`src/rtl/round_ctrl.sv`:
```
// Round sequencer: button synchroniser/debouncer, press counter, round FSM and result latch.
// Define ROUND_WATCHDOG_EN to add a RUN-state watchdog that forces TIMEOUT and raises wd_err.
module round_ctrl #(
  parameter int DB_CYCLES = 200,
  parameter int HIT_W     = 8
`ifdef ROUND_WATCHDOG_EN
  ,
  parameter int WD_CYCLES = 210000
`endif
) (
  input  logic             clk_20k,
  input  logic             rst,
  input  logic             btn,
  input  logic             timer_done,
  output logic             timer_start,
  output logic [1:0]       state,
  output logic [HIT_W-1:0] hit_count,
  output logic [HIT_W-1:0] result,
  output logic             press
`ifdef ROUND_WATCHDOG_EN
  ,
  output logic             wd_err
`endif
);

  typedef enum logic [1:0] {
    S_IDLE    = 2'd0,
    S_RUN     = 2'd1,
    S_TIMEOUT = 2'd2,
    S_RESULT  = 2'd3
  } state_t;

  localparam int               DB_W    = $clog2(DB_CYCLES + 1);
  localparam logic [DB_W-1:0]  DB_LAST = DB_W'(DB_CYCLES - 1);
  localparam logic [HIT_W-1:0] HIT_MAX = '1;

  logic            r_sync1;
  logic            r_sync2;
  logic            r_db_level;
  logic            r_db_level_d;
  logic [DB_W-1:0] r_db_cnt;
  logic            r_press;

  // The debounced level flips only after DB_CYCLES consecutive disagreeing samples.
  always_ff @(posedge clk_20k) begin
    if (rst) begin
      r_sync1      <= 1'b0;
      r_sync2      <= 1'b0;
      r_db_level   <= 1'b0;
      r_db_level_d <= 1'b0;
      r_db_cnt     <= '0;
      r_press      <= 1'b0;
    end else begin
      r_sync1      <= btn;
      r_sync2      <= r_sync1;
      r_db_level_d <= r_db_level;
      r_press      <= r_db_level & ~r_db_level_d;
      if (r_sync2 == r_db_level) begin
        r_db_cnt <= '0;
      end else if (r_db_cnt == DB_LAST) begin
        r_db_level <= r_sync2;
        r_db_cnt   <= '0;
      end else begin
        r_db_cnt <= r_db_cnt + 1'b1;
      end
    end
  end

  state_t           r_state;
  state_t           w_state_nx;
  logic [HIT_W-1:0] r_hits;
  logic [HIT_W-1:0] w_hits_nx;
  logic [HIT_W-1:0] r_result;
  logic [HIT_W-1:0] w_result_nx;
  logic             r_timer_start;

`ifdef ROUND_WATCHDOG_EN
  localparam int              WD_W    = $clog2(WD_CYCLES + 1);
  localparam logic [WD_W-1:0] WD_LAST = WD_W'(WD_CYCLES - 1);

  logic [WD_W-1:0] r_wd_cnt;
  logic [WD_W-1:0] w_wd_cnt_nx;
  logic            r_wd_err;
  logic            w_wd_err_nx;
  logic            w_wd_hit;

  // Counter holds the number of RUN cycles already spent; the limit hits on the last allowed one.
  assign w_wd_hit = (r_wd_cnt == WD_LAST);
`endif

  always_comb begin
    w_state_nx  = r_state;
    w_hits_nx   = r_hits;
    w_result_nx = r_result;
`ifdef ROUND_WATCHDOG_EN
    w_wd_cnt_nx = r_wd_cnt;
    w_wd_err_nx = r_wd_err;
`endif
    case (r_state)
      S_IDLE: begin
        if (r_press) begin
          w_state_nx = S_RUN;
          w_hits_nx  = '0;
`ifdef ROUND_WATCHDOG_EN
          w_wd_cnt_nx = '0;
          w_wd_err_nx = 1'b0;
`endif
        end
      end
      S_RUN: begin
        if (r_press && (r_hits != HIT_MAX)) w_hits_nx = r_hits + 1'b1;
`ifdef ROUND_WATCHDOG_EN
        w_wd_cnt_nx = r_wd_cnt + 1'b1;
`endif
        if (timer_done) begin
          w_state_nx = S_TIMEOUT;
`ifdef ROUND_WATCHDOG_EN
        end else if (w_wd_hit) begin
          w_state_nx  = S_TIMEOUT;
          w_wd_err_nx = 1'b1;
`endif
        end
      end
      S_TIMEOUT: begin
        w_result_nx = r_hits;
        w_state_nx  = S_RESULT;
      end
      S_RESULT: begin
        if (r_press) w_state_nx = S_IDLE;
      end
      default: w_state_nx = S_IDLE;
    endcase
  end

  always_ff @(posedge clk_20k) begin
    if (rst) begin
      r_state       <= S_IDLE;
      r_hits        <= '0;
      r_result      <= '0;
      r_timer_start <= 1'b0;
`ifdef ROUND_WATCHDOG_EN
      r_wd_cnt      <= '0;
      r_wd_err      <= 1'b0;
`endif
    end else begin
      r_state       <= w_state_nx;
      r_hits        <= w_hits_nx;
      r_result      <= w_result_nx;
      r_timer_start <= (w_state_nx == S_RUN);
`ifdef ROUND_WATCHDOG_EN
      r_wd_cnt      <= w_wd_cnt_nx;
      r_wd_err      <= w_wd_err_nx;
`endif
    end
  end

  assign state       = r_state;
  assign timer_start = r_timer_start;
  assign hit_count   = r_hits;
  assign result      = r_result;
  assign press       = r_press;
`ifdef ROUND_WATCHDOG_EN
  assign wd_err      = r_wd_err;
`endif

endmodule

```
`config.mk`:
```
export PLATFORM = sky130hd
export DESIGN_NAME = round_ctrl
export DESIGN_NICKNAME = d
export VERILOG_FILES = /design/src/rtl/round_ctrl.sv
export SDC_FILE = /design/constraint.sdc
export NUM_CORES = 1
export LEC_CHECK = 0
export CORE_MARGIN = 5
export CORE_UTILIZATION = 40
export CTS_CLUSTER_DIAMETER = 200
export DETAILED_ROUTE_END_ITERATION = 10
export HOLD_SLACK_MARGIN = 0.05
export SETUP_SLACK_MARGIN = 0.5
export SYNTH_ARGS = -nofsm -noshare
export SYNTH_HDL_FRONTEND = slang
export SYNTH_SLANG_ARGS = --single-unit
```
`constraint.sdc`:
```
create_clock -name clk_20k -period 3.6 [get_ports clk_20k]
set_clock_uncertainty 0.1 [all_clocks]
set_input_delay 0.36 -clock clk_20k [delete_from_list [all_inputs] [get_ports clk_20k]]
set_output_delay 0.36 -clock clk_20k [all_outputs]
set_load 0.02 [all_outputs]
```
## Yosys cells after proc, flatten, opt, wreduce, memory -nomap -nowiden

Index checks and enable logic that the tools add are counted.

- Output and inout bits: 20
- Input port bits: 4
- Register bits after elaboration: 32
- Logic and storage cells: 37

- Muxes and demuxes: 7
- Reductions and logical operators: 6
- Equality and inequality tests: 9
- Add/sub/neg operators: 2
- Bitwise logic cells: 3

Operator list:

| operator | count |
|---|---|
| 8-bit by 1-bit adder with 8-bit output (second input constant) | 2 |
| 8-bit 2-to-1 mux | 2 |
| 8-bit one-hot mux with 2 select lines | 1 |
| 8-bit equality test (second input constant) | 1 |
| 8-bit != test (second input constant) | 1 |
| 2-bit one-hot mux with 4 select lines | 1 |
| 2-bit 2-to-1 mux | 3 |
| 2-bit by 1-bit equality test with 1-bit output (second input constant) | 2 |
| 2-bit equality test (second input constant) | 2 |
| 2-bit != test (second input constant) | 2 |
| 3-bit AND reduction | 1 |
| 3-bit OR reduction | 1 |
| 2-bit logical NOT | 1 |
| 1-bit inverter | 2 |
| 2-bit AND reduction | 1 |
| 2-bit nonzero test | 1 |
| 1-bit AND | 1 |
| 1-bit equality test | 1 |
| 1-bit logical AND | 1 |

## Logic depth before layout (Yosys ltp)

Gate-level depths: netlist (run 1).

- Word-level depth: 4
- Mapped depth: 6
- Gate-level depth less buffers: 5

## Least setup slack after synthesis (run 1)

OpenSTA, ideal clock, no wires.

- Kind: register -> register
- From: reg r_hits[0] (netlist: hit_count[0])
- To: reg r_hits[5] (netlist: hit_count[5])
- Setup slack: 1.979 ns
- Arrival time: 1.451 ns
- Path buffers: 0
- Stages on the path, launching flop included: 6
- Required time: 3.430 ns
- Clock period less this slack: 1.621 ns
- Setup time: 0.070 ns
- Cell sequence: dfxtp_1 -> ha_1 -> nand4_1 -> o21ai_2 -> or4_1 -> a21oi_1

- Word-level cells in the longest chain between the ends: 4
- Elaborated cells on any way between the ends: 7
- Those cells by class: add/sub: 1; eq/ne: 2; mux: 2; reduce/logical: 2

RTL lines:

| element | line | RTL |
|---|---|---|
| start, declared | 71 | `logic [HIT_W-1:0] r_hits;` |
| start signal, assigned | 147 | `r_hits <= w_hits_nx;` |
| branches (longest 4 deep; another with 8-bit by 1-bit adder with 8-bit output) | - |  |

Several ways; the timed one is not identified. The select of a mux whose other input is x is not followed.
A chain may end at the register's enable or synchronous reset.

## Worst setup path after layout (run 1)

- From: reg r_hits[2] (netlist: hit_count[2])
- To: out hit_count[2]

RTL lines:

| element | line | RTL |
|---|---|---|
| end, declared | 17 | `output logic [HIT_W-1:0] hit_count,` |

No word-level cell between the ends.

==> results of run 1 <==
[sequential cells by signal (all words and copies together), names as in the netlist]
name	cells
r_db_level_d	1
hit_count	8
result	8
press	1
timer_start	1
r_sync1	1
r_sync2	1
r_db_level	1
state	2
r_db_cnt	8
[power by group through the flow]
stage	clock network, W	logic (W)	registers (W)
after floorplan	0	0.00000598	0.000364
after global placement	0	0.00000998	0.000364
after detailed placement	0	0.0000104	0.000364
after CTS	0.000274	0.0000104	0.000356
after global routing	0.000290	0.0000113	0.000356
final	0.000263	0.0000101	0.000356
[layer usage]
layer	vias to the layer above	GRT usage, %
met5	-	0
met1	453	15.8
met2	23	20.4
met4	0	6.85
li1	518	-
met3	7	5.73
[worst min-delay path by stage]
stage | from | end | slack [ns] | cells past startpoint
2_1_floorplan | r_db_level_d | press | 0.27 | 1
3_3_place_gp | r_db_level_d | press | 0.27 | 1
3_5_place_dp | r_db_level_d | press | 0.27 | 1
4_1_cts | r_db_level_d | press | 0.29 | 1
5_1_grt | r_db_level_d | press | 0.33 | 1
6_report | r_db_level_d | press | 0.29 | 1
[placed cells by master, fill, tap and decap left out, types with 2 or more instances in the layout]
cell type and instances:
nand4_1 2, nand3_1 4, mux2i_1 11, a21oi_1 7
xnor2_1 4, or3_1 4, and3_1 2, clkbuf_4 5
inv_1 2, nand2_1 11, nor2b_1 4, xor2_1 4
o21ai_0 3, clkdlybuf4s50_1 23, nor2_1 24, dfxtp_1 32
ha_1 2
[through the flow]
step / power, W / instances
3_3_place_gp: 0.000374 / 199
3_5_place_dp: 0.000374 / 199
6_report: 0.000628 / 207
2_1_floorplan: 0.000370 / 135
4_1_cts: 0.000640 / 207
5_1_grt: 0.000657 / 207
[cells by family after synthesis]
logic type / after synthesis / synth area share, %
and+or+nand+nor: 60 / 24.0
DFF: 32 / 49.8
xor gates and xnor gates: 8 / 5.45
AOI/OAI and AO/OA: 17 / 8.66
adders and majority gates: 2 / 1.95
buffers and inverters: 5 / 1.56
muxes: 11 / 8.56
[cell type report]
type	count	area [um2]	share of cell area, %
clock buffers	6	41.3	2.52
clock inverters	2	35.0	2.14
inverters	2	7.51	0.459
multi-input cells	98	626	38.3
flip-flops and latches	32	641	39.2
well taps	44	55.1	3.37
repair buffers	23	230	14.1
==> impl.org, run 1 <==
** Layout
- Antenna fix cells :: 0
- Compared with the post-synthesis result, the final layout area differs by 27.1%.
- After filler insertion, the fill cell instance count of the layout stands at ~300.
- The post-route netlist has roughly 7.4% of its cells at a drive strength greater than 1.
- The net count of the finished layout is around 170.
- Finished Cell Area :: about 0.0016 mm2
- Core occupancy in the finished layout :: a little over half

** Worst setup path
- In this run the critical register-to-register path is launched from r_db_cnt[0].
- Maximum fanout along the worst path :: 8
- CP max-delay cell :: clkdlybuf4s50_1
- Across all register-to-register paths, the minimum setup slack is 1.90 ns.
- Endpoint type of the worst setup path :: output port
- Critical Path Source Type :: flop
- In this run the critical register-to-register path is captured at r_db_cnt[2].
- Broken down by cell family, the worst path's largest delay share belongs to buffers and inverters.
- Critical Path Start :: hit_count[2]
- Walking the worst path, the cells encountered are clkdlybuf4s50_1.
- Worst reg2reg path depth :: 5
- End of the critical path :: hit_count[2]
- Instance count on the critical path :: 1
- Data required time at the worst endpoint :: ~3.1 ns
- Setup CP Type :: reg -> out
- Crit path largest cell delay :: approximately 0.67 ns
- For the worst setup path, the data arrival time is 1.50 ns.
- Counting both buffers and inverters, the worst setup path holds a total of 1.

** Placed design
- After detailed placement, the total cell area comes to 0.00156 mm2.
- Number of buffer cells added on primary ports :: 23
- Routability-driven placement finished with a final weighted congestion of ~0.77.
- Pre-CTS setup slack :: around 1.5 ns
- Detailed placement ended at an HPWL of about 1.8 mm.

** STA
- The count of endpoints failing hold in the final timing report is 0.
- Setup repair after global routing left no endpoint under its margin.
- Setup total negative slack on the finished layout was measured at 0 ns.
- The number of max-slew violations in the final report was 0.
- The worst path uses about 54% of the clock period.
- Hold is met by ~0.29 ns.
- Shortest clock period the worst path allows after layout :: ~2 ns
- At the pin with the least slew margin, the transition time is 0.630 ns.
- Setup violations remaining at the end of the flow were counted as 0.
- Based on the critical path, the design can be clocked at up to around 0.51 GHz.
- Once routing completed, OpenROAD measured the worst setup slack at roughly 1.6 ns.
- Slew Limit Headroom :: between 50% and 60%

** Synth
- Most numerous cell in the Yosys netlist :: dfxtp_1
- For this run, the number of Yosys warnings is 0.
- Top post-synthesis cells by count :: dfxtp_1, nor2_1, mux2i_1, nand2_1, a21oi_1
- In this run the mean area of a mapped cell was approximately 9.5 um2.
- Among all flip-flop cells after synthesis, the most frequent one is dfxtp_1.
- Post-synthesis cell type with the largest combined area :: dfxtp_1
- The share of synthesized area in the top cell type comes to between 40 and 50%.
- Number of synthesized register bits :: 32
- Number of synthesized flops with an enable pin :: 0
- Counting every instance in the synthesized netlist gives 135.
- For this run, asynchronously set or reset flops after synthesis account for 0%.
- In this run, distinct cell masters in the synthesized netlist total 33.
- Sequential fraction of the synthesis area :: between 40% and 50%
- Post-synthesis instance area :: ~0.0013 mm2
- The number of nets in the synthesized netlist is between 100 and 150.
- By area the synthesized netlist is led by dfxtp_1, mux2i_1, nor2_1, nand2_1, a21oi_1.

** Floorplanning
- The core region is a little over 0.003 mm2.
- Number of core rows :: 20
- Starting Density :: 41.8%
- The die is around 67 um wide.
- Overall die area :: roughly 0.0044 mm2
- I/O Pins :: 24
- The die is between 60 and 70 um tall.

** Detailed routing
- The routed design uses between 100 and 150 um of met3 wire.
- After detailed routing, the average wire length per cell comes to 12.2 um.
- Router iterations before antenna repair :: 6
- Overall routed net length :: 2.53 mm
- After detailed routing, the wire length on met1 is between 1 and 1.5 mm.
- Dividing the detail-routed via count by the number of cells gives slightly below 5.
- Iteration-0 DRC Markers :: 45
- DRC errors left :: 0
- Routed signal wires occupy layers up through met4.
- Met2 wire length :: about 1.1 mm
- Total vias in the final route :: 1001
- The count of nets left with antenna violations once routing finished came out at 0.

** Clocking
- At the later pin of the worst-skew pair, clock insertion delay measures approximately 0.33 ns.
- Clock tree from TritonCTS :: done
- Resized Gates After CTS :: 0
- Maximum buffer depth of the clock tree :: 2
- Post CTS Setup Buffer Count :: 0
- After clock tree synthesis, the clock-pin slew on the worst setup and hold paths is about 0.1 ns.
- Number of hold buffers added after CTS :: 0
- Sink Count :: 32
- Clock tree synthesis inserted a total of 5 buffers.
- Root buf cell :: clkbuf_4
- CTS HTree Levels :: 2

** GRT
- For this run, the total global-route usage over all layers was measured as between 10% and 20%.
- Entering global routing, the biggest net connects 20 pins.
- Wire length of the first global-routing pass :: 4.43 mm
- Vias in the first global route :: just under 1000
- Total grt overflow :: 0
- Initial antenna violation count :: 0

** Power and ir drop
- Lkg Pwr :: between 0.6 and 0.7 nW
- Sequential cells burn 56.6% of the power.
- Total power divided by cell area :: 384 mW/mm2
- The clock network is responsible for a little over two fifths of the overall power.
- Cell-internal power :: 0.000505 W
- Proportion of power drawn by combinational gates :: approximately 1.6%
- Net switching share of the total power :: around a fifth
- The worst-case IR drop observed on VDD is around 0.34 mV.
- The analysis attributes to net switching a power of about 0.00012 W.

** Status
- The run finished with clean final reports.

** Min path
- The min-delay analysis places its worst path in the category reg -> reg.

** Run
- Max-cap check violation count :: 0
Note: power is estimated with default switching activity, not from simulation.
==> inputs of run 2 (changes only) <==
PLACE_DENSITY = 0.66   (was unset)
clock period = 1.7 ns   (was 3.6 ns; I/O delays follow)
==> run 2 against run 1 <==
Core utilization grew 6.1 points. Power increased by 110%. Sequential power rose by 110%. Combinational power rose to 2.7 times the previous value. Global-route usage up 0.66 points. Die area unchanged. Sequential share of layout area is 1.9 points lower. Count of clock-buffer cells in the layout rose by 2. Critical path type is now reg -> reg.
==> impl.org, run 2 (synthesis results as in run 1) <==
** Status
- Status :: finished clean (unchanged)

** Power and ir drop
- Lkg Pwr :: 0.769 nW (was 0.626 nW)
- Power share of the sequential group :: 54.8% (was 56.6%)
- Psw :: 0.000266 W (was 0.000123 W)
- Cell-internal power :: 0.00108 W (was 0.000505 W)
- Net switching share of the total power :: 19.7% (was 19.6%)
- The proportion of power drawn by combinational gates was 2.0% (was 1.6%).
- Total power divided by cell area :: 739 mW/mm2 (was 384 mW/mm2)
- The relative contribution of the clock network to total power came to 43.1% (was 41.8%).
- Worst vdd ir :: 0.449 mV (was 0.344 mV)

** STA
- Final setup vio count :: 0 (unchanged)
- After layout, the minimum clock period comes to 1.49 ns.
- The setup TNS was 0 ns (unchanged).
- Actual transition at the worst max-transition pin :: 0.301 ns (was 0.630 ns)
- Share of the clock period used by the worst path after layout :: between 80% and 90%
- Slew Limit Headroom :: 79.4% (was 57.9%)
- The count of endpoints failing hold in the final timing report came to 0 (unchanged).
- Worst path setup slack after routing :: 0.210 ns (was 1.64 ns)
- Setup repair after global routing missed its margin: yes (was no).
- Post-route worst hold slack :: 0.285 ns (was 0.286 ns)
- Max Clock Freq :: ~0.67 GHz
- The number of max-slew violations in the final report came to 0 (unchanged).

** Clocking
- The clock latency reported for the late side of the worst-skew pair is 0.33 ns (about the same).
- The buffer cell driving the clock tree root was clkbuf_4 (unchanged).
- The deepest clock path buffer count was 2 (unchanged).
- The number of clock sinks seen by CTS is 32 (unchanged).
- The deepest level of the CTS H-tree is 2 (unchanged).
- The TritonCTS buffer count came to 5 (unchanged).
- Clock tree from TritonCTS :: done (unchanged)
- Clock-pin slew reported for the worst setup and hold paths after clock tree synthesis :: 0.10 ns (about the same)

** Worst setup path
- Crit path max-delay family :: simple AND/OR/NAND/NOR gates (was buffers and inverters)
- The critical-path maximum fanout was 4 (was 8).
- CP max-delay cell :: or4_1 (was clkdlybuf4s50_1)
- The kind of start point of the critical path is a flop (unchanged).
- Data required time at the worst endpoint :: 1.86 ns (was 3.14 ns)
- Endpoint type of the worst setup path :: flop (was output port)
- The number of cells on the worst reg-to-reg path came to 5 (unchanged).
- The worst setup path category is reg -> reg (was reg -> out).
- Sequence of cells on the critical path: ha_4, nand4_1, o21ai_2, or4_1, a21oi_1 (was clkdlybuf4s50_1).
- Crit path largest cell delay :: 0.40 ns (was 0.67 ns)
- Instance count on the critical path :: 5 (was 1)
- Total buffers and inverters traversed by the critical path :: 0 (was 1)
- The worst endpoint data arrival time was 1.65 ns (was 1.50 ns).

** Detailed routing
- The number of routed nets with antenna violations came to 0 (unchanged).
- DRC errors left :: 0 (unchanged)
- Iteration-0 DRC Markers :: 26 (was 45)
- Total vias in the final route :: 1084 (was 1001)
- The via density per instance was 4.86 (was 4.84).
- The length of the first detailed-routing pass in iterations came to 4 (was 6).
- Routed len/inst :: 12.5 um (was 12.2 um)
- The sum of routed wire length over all layers is 2.78 mm (was 2.53 mm).

** Placed design
- The worst slack after detailed placement came to 0.147 ns (was 1.53 ns).
- The HPWL after detailed placement came to 1.95 mm (was 1.82 mm).
- Final weighted congestion in routability-driven placement :: 0.852 (was 0.766)
- Number of buffer cells added on primary ports :: 23 (unchanged)
- Total instance count after detailed placement :: 202 (was 199)

** Layout
- NumNets Final :: 184 (was 168)
- The share of the core filled with cells was 59.3% (was 53.1%).
- Register Area :: 679 um2 (was 641 um2)
- Fraction of final layout cells sized beyond drive strength 1 :: 42.5% (was 7.36%)
- Synthesis-to-finish area growth :: 41.8% (was 27.1%)
- Top library cells by usage in the layout, fill and taps aside: dfxtp_1, nor2_1, buf_4, buf_2, mux2i_1 (was dfxtp_1, nor2_1, clkdlybuf4s50_1, nand2_1, mux2i_1).
- The fill cell instance count of the final layout is 263 (was 303).
- The count of antenna diodes in the layout was 0 (unchanged).
- The area of the multi-input gates came to 701 um2 (was 626 um2).
- Final standard cell count with taps included and fillers excluded :: 223 (was 207)
- Most common cell after layout, fill and taps aside :: dfxtp_1 (unchanged)

** Min path
- Number of cells on the worst hold path :: 2 (was 1)
- The path class of the lowest-slack min-delay path is in -> reg (was reg -> reg).

** GRT
- The largest net degree at the start of global routing is 19 (was 20).
- The initial antenna violation count was 0 (unchanged).
- The number of global-route vias before repair is 1049 (was 969).
- Total grt overflow :: 0 (unchanged)
- Wire length of the first global-routing pass :: 4.72 mm (was 4.43 mm)
- The total routing resource utilization after global routing came to 14.0% (was 13.4%).

** Floorplanning
- Number of core rows :: 20 (unchanged)
- The core area came to 0.00308 mm2 (unchanged).
- The starting density of the core came to 41.8% (unchanged).
- The number of top-level pins is 24 (unchanged).
- The die boundary height is 66.7 um (unchanged).
- The horizontal die dimension came to 66.7 um (unchanged).
- Overall die area :: 0.00445 mm2 (unchanged)

** Run
- The number of violations of the max-capacitance limit is 0 (unchanged).
run 2: changes by cell type in the layout (fill, tap and decap cells not counted), sizes merged:
cell | before | now
bufinv | 1 | 0
clkinv | 1 | 0
buf | 0 | 36
clkdlybuf4s50 | 23 | 3
clkbuf | 6 | 8
inv | 2 | 1
clkinvlp | 0 | 1
run 2: routing by layer:
layer	up-vias	global-route usage, %	part of all wire [%]	wire, um
li1	560	-	-	-
met2	27	22.6	49	1360
met3	2	5.73	6.4	177
met4	0	5.33	0.65	18
met1	495	16.5	44	1230
met5	-	0	0	0
run 2: worst register-to-register path, cell delays in order, from the launching register on:
cell	delay (ns)
dfxtp_4	0.37
ha_4	0.15
nand4_1	0.16
o21ai_2	0.11
or4_1	0.40
a21oi_1	0.13
run 2: what timing repair did:
item                       4_1_cts  5_1_grt
setup endpoints to repair       45       37
gates resized for setup         87       29
pin swaps                        5        5
hold buffers                     0        0
setup buffers                    7        6
run 2: layout make-up:
type,instances,share of cell area (%)
clock buffers,8,4.94
inverters,2,0.617
multi-input cells,98,38.4
flip-flops and latches,32,37.2
well taps,44,3.02
repair buffers,39,15.8
run 2: power groups by stage:
stage          clock network, W  logic [W]  registers, W
2_1_floorplan                 0  0.0000138      0.000768
3_3_place_gp                  0  0.0000240      0.000768
3_5_place_dp                  0  0.0000242      0.000768
4_1_cts                0.000595  0.0000260      0.000744
5_1_grt                0.000647  0.0000291      0.000740
6_report               0.000581  0.0000272      0.000739
run 2: metrics by stage:
stage | cell area [um2] | total power (W)
2_1_floorplan | 1340 | 0.000781
3_3_place_gp | 1630 | 0.000792
3_5_place_dp | 1630 | 0.000792
4_1_cts | 1720 | 0.00136
5_1_grt | 1820 | 0.00142
6_report | 1820 | 0.00135
run 2: worst paths after layout:
path / from / endpoint / slack (ns)
hold / removal: btn / r_sync1 / 0.28
setup / recovery: hit_count[1] / hit_count[5] / 0.21
setup reg to reg: hit_count[1] / hit_count[5] / 0.21
hold reg to reg: r_db_level_d / press / 0.28
==> inputs of run 3 (changes only) <==
CORE_MARGIN = 2   (was 5)
==> run 3 against run 2 <==
Count of clock-buffer cells in the layout unchanged. Cell area is 0.89% lower. Fmax grew 2.9%. Final cell count down 0.45%. Sequential cell count did not move. Wire length is 3.0% lower. Setup slack better by 0.041 ns. Via count up 0.83%. Combinational power fell by 2%. Power fell by 10%. Core utilization is essentially flat. Critical path type unchanged. Critical endpoint unchanged. Largest power group unchanged. Highest routed layer unchanged.
==> impl.org, run 3 (synthesis results as in run 1) <==
** Status
- Status: finished clean (unchanged).

** Worst setup path
- The worst setup path category is reg -> reg (unchanged).
- The critical-path maximum fanout was 3 (was 4).
- The number of cells on the critical path came to 5 (unchanged).
- The source of the critical timing path is hit_count[1] (unchanged).
- Crit path largest cell delay :: 0.42 ns (was 0.40 ns)
- Data required time at the worst endpoint :: 1.86 ns (about the same)
- The startpoint of the most critical register-to-register path was hit_count[1] (unchanged).
- Total buffers and inverters traversed by the critical path :: 0 (unchanged)
- Critical path arrival :: 1.61 ns (was 1.65 ns)
- Endpoint type of the worst setup path :: flop (unchanged)
- Critical Path Source Type :: flop (unchanged)
- The worst-path cell with the longest stage delay is or4_4 (was or4_1).
- Worst reg2reg path depth :: 5 (unchanged)
- Sequence of cells on the critical path: ha_4, nand4_1, o21ai_2, or4_4, a21oi_2 (was ha_4, nand4_1, o21ai_2, or4_1, a21oi_1).
- Crit path max-delay family :: simple AND/OR/NAND/NOR gates (unchanged)

** Layout
- The net count of the finished layout was 183 (was 184).
- The proportion of layout cells with a drive suffix above 1 came to 42.1% (was 42.5%).
- Top library cells by usage in the layout, fill and taps aside: dfxtp_1, nor2_1, buf_4, buf_2 (was dfxtp_1, nor2_1, buf_4, buf_2, mux2i_1).
- Most common cell after layout, fill and taps aside :: dfxtp_1 (unchanged)
- The count of antenna diodes in the layout was 0 (unchanged).
- The share of the core filled with cells is 59.2% (was 59.3%).
- Synthesis-to-finish area growth :: 40.6% (was 41.8%)

** Min path
- Hold Crit Start :: r_db_level_d (was btn)
- Number of cells on the worst hold path :: 1 (was 2)
- Type of the worst min-delay path :: reg -> reg (was in -> reg)

** Floorplanning
- Die span in y :: 60.7 um (was 66.7 um)
- The starting density of the core is 42.1% (was 41.8%).
- The number of top-level pins came to 24 (unchanged).
- The die area came to 0.00369 mm2 (was 0.00445 mm2).
- Number of core rows :: 20 (unchanged)
- Std-Cell Core Area :: 0.00305 mm2 (was 0.00308 mm2)
- Die Span X :: 60.7 um (was 66.7 um)

** GRT
- Pin count of the biggest net entering global routing :: 19 (unchanged)
- The initial antenna violation count came to 0 (unchanged).
- The total routing resource utilization after global routing was 15.7% (was 14.0%).
- Total grt overflow :: 0 (unchanged)
- Vias in the first global route :: 953 (was 1049)
- The wire length of the first global-routing pass is 4.15 mm (was 4.72 mm).

** Clocking
- Root buf cell :: clkbuf_4 (unchanged)
- Clock tree from TritonCTS :: done (unchanged)
- Number of clock buffers inserted by TritonCTS :: 5 (unchanged)
- Maximum buffer depth of the clock tree :: 2 (unchanged)
- Clock-pin slew reported for the worst setup and hold paths after clock tree synthesis :: 0.09 ns (was 0.10 ns)
- The deepest level of the CTS H-tree is 2 (unchanged).
- Insertion delay to the later sink of the worst-skew pair :: 0.33 ns (about the same)
- The number of clock sinks seen by CTS came to 32 (unchanged).

** STA
- Max-slew violation count :: 0 (unchanged)
- The worst-case headroom to the max-slew limit was 78.4% (was 79.4%).
- The worst-margin pin slew is 0.315 ns (was 0.301 ns).
- Aggregate negative setup slack :: 0 ns (unchanged)
- Share of the clock period used by the worst path after layout :: 85.2% (was 87.6%)
- The minimum setup slack in the final design was 0.252 ns (was 0.210 ns).
- Setup repair after global routing missed its margin :: yes (unchanged)
- The count of endpoints failing hold in the final timing report came to 0 (unchanged).
- Final setup vio count :: 0 (unchanged)
- Max Clock Freq :: 0.691 GHz (was 0.671 GHz)
- Shortest clock period the worst path allows after layout :: 1.45 ns (was 1.49 ns)

** Detailed routing
- The DRC violation count after routing came to 0 (unchanged).
- Router iterations before antenna repair :: 4 (unchanged)
- Routed len/inst :: 12.1 um (was 12.5 um)
- The sum of routed wire length over all layers was 2.70 mm (was 2.78 mm).
- The via density per instance was 4.92 (was 4.86).
- The number of routed nets with antenna violations came to 0 (unchanged).
- Total vias in the final route :: 1093 (was 1084)
- Iteration-0 DRC Markers :: 19 (was 26)

** Run
- Max-cap check violation count :: 0 (unchanged)

** Power and ir drop
- The static leakage was 0.748 nW (was 0.769 nW).
- The total power density per cell area was 669 mW/mm2 (was 739 mW/mm2).
- The worst ir drop on vdd was 0.428 mV (was 0.449 mV).

** Placed design
- The port buffer count is 23 (unchanged).
- Pre-CTS setup slack :: 0.138 ns (was 0.147 ns)
- Total half-perimeter wirelength after legalization and detailed placement :: 1.79 mm (was 1.95 mm)
- The weighted congestion at the end of routability-driven global placement is 0.731 (was 0.852).
[run 3: final cells by class]
cell class | count | area [um2]
Sequential cell | 32 | 679
Clock buffer | 8 | 58.8
Fill cell | 279 | 1240
Timing Repair Buffer | 38 | 280
Inverter | 2 | 11.3
Multi-Input combinational cell | 98 | 723
Tap cell | 44 | 55.1
[run 3: report_power, final]
group          leakage (nW)  internal (W)  switching (W)
sequential            0.267      0.000737     0.00000156
combinational         0.448     0.0000128      0.0000138
clock                0.0326      0.000204       0.000241
[run 3: layer usage]
layer,wire [um],part of all wire [%],GRT usage (%),vias up
met2,1240,46,24.3,32
li1,-,-,-,551
met4,51,1.9,10.2,0
met3,144,5.3,3.84,5
met5,0,0,0,-
met1,1260,47,19.6,505
[run 3: metrics by stage]
stage | cell area, um2 | instances | hold WS (ns) | total power, W
6_report | 1810 | 222 | 0.286 | 0.00121
5_1_grt | 1810 | 222 | 0.293 | 0.00125
3_5_place_dp | 1630 | 202 | 0.274 | 0.000792
2_1_floorplan | 1340 | 135 | 0.187 | 0.000781
4_1_cts | 1690 | 217 | 0.278 | 0.00123
3_3_place_gp | 1630 | 202 | 0.263 | 0.000791
[run 3: worst paths after layout]
path                                     end  slack, ns
worst max-delay path            hit_count[5]       0.25
worst min-delay path                   press       0.29
worst max register to register  hit_count[5]       0.25
worst min register to register         press       0.29
[run 3: what timing repair did]
item                                    CTS  global route
buffers inserted                          7             5
gates resized for setup                  89            30
hold buffers                              0             0
endpoints found under the setup margin   45            35
pin swaps                                 8             6
